==> src/rtl/bbw_halfdup_pkg.sv <==
// Shared types and width helpers for the half-duplex single-wire pad controller.
package bbw_halfdup_pkg;

    typedef enum logic [2:0] {IDLE, TX, TURN, RX, DONE} state_e;

    // Counter width that stays legal (>=1 bit) for degenerate parameter values.
    function automatic int cw(input int n);
        return (n > 1) ? $clog2(n) : 1;
    endfunction

    localparam int DEF_DW       = 8;
    localparam int DEF_BIT_CLKS = 4;
    localparam int DEF_TURN_CYC = 2;
    localparam int DEF_BW       = cw(DEF_DW);
    localparam int DEF_SW       = cw(DEF_BIT_CLKS);

endpackage

==> src/rtl/bbw_halfdup_if.sv <==
// Request/response handshake plus pad I/T/O wires of one half-duplex bus pad.
interface bbw_halfdup_if #(
    parameter int DW = 8
);
    logic          REQ_VALID;
    logic          REQ_READY;
    logic [DW-1:0] REQ_DATA;
    logic          REQ_RD;
    logic          RSP_VALID;
    logic [DW-1:0] RSP_DATA;
    logic          BUSY;
    logic          PAD_I;
    logic          PAD_T;
    logic          PAD_O;

    modport master (
        output REQ_VALID, REQ_DATA, REQ_RD, PAD_O,
        input  REQ_READY, RSP_VALID, RSP_DATA, BUSY, PAD_I, PAD_T
    );

    modport slave (
        input  REQ_VALID, REQ_DATA, REQ_RD, PAD_O,
        output REQ_READY, RSP_VALID, RSP_DATA, BUSY, PAD_I, PAD_T
    );
endinterface

==> src/rtl/bbw_sync2.sv <==
// Two-flop synchroniser for asynchronous pad inputs; resets to 1 (idle wire level).
module bbw_sync2 (
    input  logic clk,
    input  logic rst_n,
    input  logic d_i,
    output logic q_o
);
    logic [1:0] ff_q;

    always_ff @(posedge clk or negedge rst_n) begin
        if (!rst_n) ff_q <= 2'b11;
        else        ff_q <= {ff_q[0], d_i};
    end

    assign q_o = ff_q[1];
endmodule

==> src/rtl/bbw_halfdup_ctrl.sv <==
// Half-duplex single-wire controller: serialise a word, release for turnaround,
// optionally sample a response word mid-slot and hand it back as a one-cycle pulse.
module bbw_halfdup_ctrl
    import bbw_halfdup_pkg::*;
#(
    parameter int DW       = DEF_DW,
    parameter int BIT_CLKS = DEF_BIT_CLKS,
    parameter int TURN_CYC = DEF_TURN_CYC
) (
    input  logic          CLK,
    input  logic          RSTN,
    bbw_halfdup_if.slave  bus
);
    localparam int SW = cw(BIT_CLKS);
    localparam int BW = cw(DW);
    localparam int TW = cw(TURN_CYC);

    state_e          state_q, state_d;
    logic [SW-1:0]   slot_q, slot_d;
    logic [BW-1:0]   bit_q, bit_d;
    logic [TW-1:0]   turn_q, turn_d;
    logic [DW-1:0]   tx_q, tx_d, rx_q, rx_d, rsp_data_q, rsp_data_d;
    logic            rd_q, rd_d;
    logic            pad_t_q, pad_t_d, pad_i_q, pad_i_d;
    logic            ready_q, ready_d, busy_q, busy_d, rsp_vld_q, rsp_vld_d;
    logic            rx_s;
    logic            slot_last, bit_last;

    bbw_sync2 u_sync (.clk(CLK), .rst_n(RSTN), .d_i(bus.PAD_O), .q_o(rx_s));

    // Reset is asynchronous so an aborted transfer releases the wire at once.
    always_ff @(posedge CLK or negedge RSTN) begin
        if (!RSTN) begin
            state_q    <= IDLE;
            slot_q     <= '0;
            bit_q      <= '0;
            turn_q     <= '0;
            tx_q       <= '0;
            rx_q       <= '0;
            rd_q       <= 1'b0;
            rsp_data_q <= '0;
            pad_t_q    <= 1'b1;
            pad_i_q    <= 1'b1;
            ready_q    <= 1'b1;
            busy_q     <= 1'b0;
            rsp_vld_q  <= 1'b0;
        end else begin
            state_q    <= state_d;
            slot_q     <= slot_d;
            bit_q      <= bit_d;
            turn_q     <= turn_d;
            tx_q       <= tx_d;
            rx_q       <= rx_d;
            rd_q       <= rd_d;
            rsp_data_q <= rsp_data_d;
            pad_t_q    <= pad_t_d;
            pad_i_q    <= pad_i_d;
            ready_q    <= ready_d;
            busy_q     <= busy_d;
            rsp_vld_q  <= rsp_vld_d;
        end
    end

    assign slot_last = (slot_q == SW'(BIT_CLKS - 1));
    assign bit_last  = (bit_q == '0);

    always_comb begin
        state_d = state_q;
        slot_d  = slot_q;
        bit_d   = bit_q;
        turn_d  = turn_q;
        tx_d    = tx_q;
        rx_d    = rx_q;
        rd_d    = rd_q;
        case (state_q)
            IDLE: if (bus.REQ_VALID && ready_q) begin
                state_d = TX;
                tx_d    = bus.REQ_DATA;
                rd_d    = bus.REQ_RD;
                bit_d   = BW'(DW - 1);
                slot_d  = '0;
            end
            TX: begin
                slot_d = slot_q + 1'b1;
                if (slot_last) begin
                    slot_d = '0;
                    tx_d   = {tx_q[DW-2:0], 1'b0};
                    bit_d  = bit_q - 1'b1;
                    if (bit_last) begin
                        state_d = TURN;
                        turn_d  = '0;
                    end
                end
            end
            TURN: begin
                turn_d = turn_q + 1'b1;
                if (turn_q == TW'(TURN_CYC - 1)) begin
                    state_d = rd_q ? RX : IDLE;
                    slot_d  = '0;
                    bit_d   = BW'(DW - 1);
                end
            end
            RX: begin
                slot_d = slot_q + 1'b1;
                // Mid-slot sampling leaves room for the synchroniser latency.
                if (slot_q == SW'(BIT_CLKS / 2)) rx_d = {rx_q[DW-2:0], rx_s};
                if (slot_last) begin
                    slot_d = '0;
                    bit_d  = bit_q - 1'b1;
                    if (bit_last) state_d = DONE;
                end
            end
            DONE:    state_d = IDLE;
            default: state_d = IDLE;
        endcase
    end

    // Outputs are registered from the next state so they align with the state register.
    always_comb begin
        pad_t_d    = (state_d != TX);
        pad_i_d    = (state_d == TX) ? tx_d[DW-1] : 1'b1;
        ready_d    = (state_d == IDLE);
        busy_d     = (state_d != IDLE);
        rsp_vld_d  = (state_d == DONE);
        rsp_data_d = (state_d == DONE) ? rx_d : rsp_data_q;
    end

    assign bus.PAD_T     = pad_t_q;
    assign bus.PAD_I     = pad_i_q;
    assign bus.REQ_READY = ready_q;
    assign bus.BUSY      = busy_q;
    assign bus.RSP_VALID = rsp_vld_q;
    assign bus.RSP_DATA  = rsp_data_q;
endmodule
==> src/flat_wrapper.sv <==
// flat-port wrapper written by rule: the top's interface ports become plain ports
module bbw_halfdup_ctrl_flat import bbw_halfdup_pkg::*;
#(
    parameter int DW       = DEF_DW,
    parameter int BIT_CLKS = DEF_BIT_CLKS,
    parameter int TURN_CYC = DEF_TURN_CYC
)
  (CLK, RSTN, bus_REQ_VALID, bus_REQ_DATA, bus_REQ_RD, bus_PAD_O, bus_REQ_READY, bus_RSP_VALID, bus_RSP_DATA, bus_BUSY, bus_PAD_I, bus_PAD_T);
  bbw_halfdup_if #(.DW(DW)) bus_i ();
  input  logic CLK;
  input  logic RSTN;
  input wire logic [$bits(bus_i.REQ_VALID)-1:0] bus_REQ_VALID;
  input wire logic [$bits(bus_i.REQ_DATA)-1:0] bus_REQ_DATA;
  input wire logic [$bits(bus_i.REQ_RD)-1:0] bus_REQ_RD;
  input wire logic [$bits(bus_i.PAD_O)-1:0] bus_PAD_O;
  output wire logic [$bits(bus_i.REQ_READY)-1:0] bus_REQ_READY;
  output wire logic [$bits(bus_i.RSP_VALID)-1:0] bus_RSP_VALID;
  output wire logic [$bits(bus_i.RSP_DATA)-1:0] bus_RSP_DATA;
  output wire logic [$bits(bus_i.BUSY)-1:0] bus_BUSY;
  output wire logic [$bits(bus_i.PAD_I)-1:0] bus_PAD_I;
  output wire logic [$bits(bus_i.PAD_T)-1:0] bus_PAD_T;
  assign bus_i.REQ_VALID = bus_REQ_VALID;
  assign bus_i.REQ_DATA = bus_REQ_DATA;
  assign bus_i.REQ_RD = bus_REQ_RD;
  assign bus_i.PAD_O = bus_PAD_O;
  assign bus_REQ_READY = bus_i.REQ_READY;
  assign bus_RSP_VALID = bus_i.RSP_VALID;
  assign bus_RSP_DATA = bus_i.RSP_DATA;
  assign bus_BUSY = bus_i.BUSY;
  assign bus_PAD_I = bus_i.PAD_I;
  assign bus_PAD_T = bus_i.PAD_T;
  bbw_halfdup_ctrl #(.DW(DW), .BIT_CLKS(BIT_CLKS), .TURN_CYC(TURN_CYC)) u_core (.CLK(CLK), .RSTN(RSTN), .bus(bus_i));
endmodule
==> config.mk <==
export PLATFORM = sky130hd
export DESIGN_NAME = bbw_halfdup_ctrl_flat
export DESIGN_NICKNAME = d
export VERILOG_FILES = /design/src/rtl/bbw_halfdup_pkg.sv /design/src/rtl/bbw_halfdup_if.sv /design/src/rtl/bbw_sync2.sv /design/src/rtl/bbw_halfdup_ctrl.sv /design/src/flat_wrapper.sv
export SDC_FILE = /design/constraint.sdc
export NUM_CORES = 1
export LEC_CHECK = 0
export ABC_CLOCK_PERIOD_IN_PS = 3000
export CORE_UTILIZATION = 54
export DETAILED_ROUTE_END_ITERATION = 6
export PLACE_DENSITY = 0.79
export RECOVER_POWER = 100
export SLEW_MARGIN = 20
export SYNTH_ARGS = -nofsm -noshare
export SYNTH_HDL_FRONTEND = slang
export SYNTH_HIERARCHICAL = 1
export SYNTH_SLANG_ARGS = --single-unit
export TNS_END_PERCENT = 5
==> constraint.sdc <==
create_clock -name CLK -period 3 [get_ports CLK]
set_input_delay 0.3 -clock CLK [delete_from_list [all_inputs] [get_ports CLK]]
set_output_delay 0.3 -clock CLK [all_outputs]
set_load 0.005 [all_outputs]
==> run_results.csv <==
group,metric,value,unit
route,drc,0,
sta,period_needed,2.08,ns
synth,avgSynthCellArea,13.3,sq um
route,via_per_inst,5.75,
route,routedWlPerCell,16.5,microns
route,dr.pass1.iters,4,
worst_setup_path,end_kind,"flop",
synth,yosys.cell_count.top_type,"dfrtp_1",
clocking,cts_tree,"done",
floorplanning,dieArea,3800,sq um
clocking,cts.htree.levels,2,
final_layout,layout-drive-gt1-share,16.3,%
power,combPwrFrac,23.9,%
power,p_int,0.00101,W
synth,yosysWarnings,6,
worst_setup_path,cp.arrival,2.35,ns
route,wirelength,3.60,mm
route,highest-signal-layer,"met4",
sta,hold_viol,0,
clocking,cts.clk_slew.worst_paths,0.11,ns
synth,synth_area,1920,sq um
clocking,cts_root_buf,"clkbuf_4",
synth,synth_area_leaders,"dfrtp_1 (47%), mux2_2 (10%), dfstp_2 (6.8%), mux2_4 (6.3%), a221o_1 (3.1%)",
worst_setup_path,cp_max_fo,15,
sta,grt_setup_unrepaired,"false",
worst_setup_path,worstSetupPathType,"reg2reg",
synth,synth.top_cell.area_share,46.9,%
worst_setup_path,ff2ff_setup_slack,0.92,ns
floorplanning,die_x,61.6,microns
route,first_iter_violations,56,
floorplanning,rows,21,
clocking,cts_made_buffers,5,
synth,ys.flop_type,"dfrtp_1",
grt,grt_first_pass_wirelength,5.75,mm
sta,setup_viol,0,
synth,synth-edff-count,0,
synth,synth_top_area_cell,"dfrtp_1",
place,placed_area,2190,sq um
synth,syn_nets,161,
grt,grt_pass1_vias,1215,
sta,drv_slew,42,
clocking,ctsHoldBuffers,0,
clocking,clockBufferDepth,2,
synth,synth-seq-cells,41,
clocking,post_cts_buffers,0,
grt,grt_start_max_net_pins,42,
floorplanning,ios,26,
worst_setup_path,crit_path_max_incr_delay,0.73,ns
floorplanning,die_height,61.6,microns
clocking,clk_latency,0.35,ns
power,total_power,0.00141,W
synth,ys_types,41,
sta,skew,0.0137,ns
power,swShare,28.5,%
power,vdd_ir_drop_max,0.000419,V
synth,synth_cells,144,
place,portBuffers,25,
worst_setup_path,worst_setup_path_start_kind,"flop",
power,power_frac_seq,51.6,%
sta,worstMarginPinSlew,2.09,ns
final_layout,areaGrowthSynthToFinish,14.9,%
power,p_clk_share,24.4,%
route,ant_nets,0,
synth,synth-async-reset-ratio,100,%
sta,holdWs,0.362,ns
final_layout,finalInstanceArea,2210,sq um
power,powerDensity,640,nW/um^2
power,switchingPower,0.000403,W
place,place.gp.congestion,0.746,
sta,relSlewSlack,-39.5,%
floorplanning,core_area,3360,sq um
synth,yosysSeqAreaShare,53.8,%
final_layout,n_antenna_cell,0,
grt,antenna_found_initial,0,
final_layout,layout.nets,188,
worst_hold_path,hp-class,"reg2reg",
grt,grt.total_usage,21.7,%
route,route.met2.wl,1.84,mm
run_status,violations,"max-capacitance violations, max-slew violations",
run_status,status,"complete, but fails checks",
power,p_leak,1.08,nW
sta,clock.fmax,482,MHz
worst_setup_path,cp_cell_sequence,"ha_1 -> and2_0 -> o21ai_0 -> a22o_1",
worst_setup_path,cp.required,3.27,ns
worst_setup_path,cp_slowest_cell,"o21ai_0",
grt,globalRouteOverflowTotal,0,
route,met3_length,126,microns
job,maxCapViolCount,1,
sta,timing.final.crit_share,69.2,%
place,dp.cells,210,
route,vias,1253,
final_layout,finish.cell_count_without_fillers,218,
synth,ys_top_cells_by_count,"dfrtp_1 (36), mux2_2 (17), mux2_4 (8)",
clocking,clock_sinks,41,
clocking,cts_resized,0,
route,met1_length,1.61,mm
sta,setup_tns,0,ns
place,hpwlAfterDp,2.50,mm
floorplanning,initial_core_util,57.1,%
## final cells by class
| type | count | area, sq um |
|---|---|---|
| inverters | 7 | 26.3 |
| clock inverters | 2 | 35.0 |
| multi-input cells | 91 | 769 |
| repair buffers | 25 | 244 |
| well taps | 46 | 57.6 |
| fillers | 301 | 1160 |
| clock buffers | 6 | 41.3 |
| flip-flops and latches | 41 | 1030 |
## worst max-delay path: cells and delay by family (launching register included)
family | cells | cell delay (ns)
compound gates | 2 | 1.02
fa+ha+maj | 1 | 0.36
flops | 1 | 0.42
simple gates | 1 | 0.19
## per-stage QoR
step | worst slack [ns] | utilization, %
2_1_floorplan | 1.45 | -
3_3_place_gp | 1.26 | 65.1
3_5_place_dp | 1.24 | 65.1
4_1_cts | 1.25 | 67.4
5_1_grt | 0.805 | 65.6
6_report | 0.924 | 65.6
## kinds of logic (layout without fill, tap and decap cells)
kind of cell,Yosys count,after routing,synth area share [%]
AO/OA/AOI/OAI,32,32,12.6
adder cells (fa/ha/maj),4,4,2.61
buffers and inverters,12,40,3.00
flip-flops,41,41,53.8
multiplexers,25,25,16.2
AND/OR/NAND/NOR,30,30,11.8
## power by group through the flow
stage / logic [W] / clock network (W) / registers, W
2_1_floorplan: 0.000249 / 0 / 0.000712
3_3_place_gp: 0.000323 / 0 / 0.000729
3_5_place_dp: 0.000350 / 0 / 0.000739
4_1_cts: 0.000353 / 0.000356 / 0.000731
5_1_grt: 0.000381 / 0.000377 / 0.000739
6_report: 0.000338 / 0.000345 / 0.000728
## flip-flops by register name (all words and copies together) (netlist names), 2 cells and up
signal,count
u_core/bit_q,3
u_core/bus.RSP_DATA,8
u_core/rx_q,8
u_core/slot_q,2
u_core/state_q,3
u_core/tx_q,8
u_core/u_sync/ff_q,2
## cells in the final DEF, fill, tap and decap left out, types with 2 or more instances in the layout
| cell | netlist | routed |
|---|---|---|
| nor2b_1 | 1 | 2 |
| mux2_1 | 0 | 8 |
| a22o_1 | 3 | 3 |
| dfrtp_1 | 36 | 36 |
| nand2b_1 | 3 | 3 |
| nor2_1 | 2 | 2 |
| dlygate4sd3_1 | 0 | 13 |
| and4_1 | 1 | 2 |
| dfstp_2 | 5 | 4 |
| and2_1 | 7 | 6 |
| clkbuf_1 | 2 | 2 |
| clkdlybuf4s50_1 | 0 | 11 |
| a2bb2oi_1 | 3 | 3 |
| inv_1 | 7 | 7 |
| mux2_2 | 17 | 17 |
| o21ai_0 | 5 | 6 |
| a31oi_1 | 2 | 2 |
| nand3_1 | 2 | 3 |
| a21oi_1 | 4 | 4 |
| clkbuf_4 | 0 | 5 |
| a221o_1 | 6 | 6 |
| nand3b_1 | 5 | 5 |
| ha_1 | 4 | 4 |
## routing by layer
layer	vias to the layer above	GRT usage (%)
met3	4	6.30
met4	0	7.30
met2	30	35.5
met1	634	27.7
li1	585	-
met5	-	0
## path summary, 6_finish.rpt
kind | startpoint | end | cells after the start
hold / removal | u_core/u_sync/ff_q[0]$_DFF_PN1_ | u_core/u_sync/ff_q[1]$_DFF_PN1_ | 0
setup / recovery | u_core/slot_q[0]$_DFFE_PN0P_ | u_core/tx_q[7]$_DFF_PN0_ | 4
min in group asynchronous | RSTN | u_core/rx_q[6]$_DFF_PN0_ | 1
hold reg to reg | u_core/u_sync/ff_q[0]$_DFF_PN1_ | u_core/u_sync/ff_q[1]$_DFF_PN1_ | 0
setup reg to reg | u_core/slot_q[0]$_DFFE_PN0P_ | u_core/tx_q[7]$_DFF_PN0_ | 4
max in group asynchronous | RSTN | u_core/tx_q[3]$_DFFE_PN0P_ | 1
Note: power is estimated with default switching activity, not from simulation.
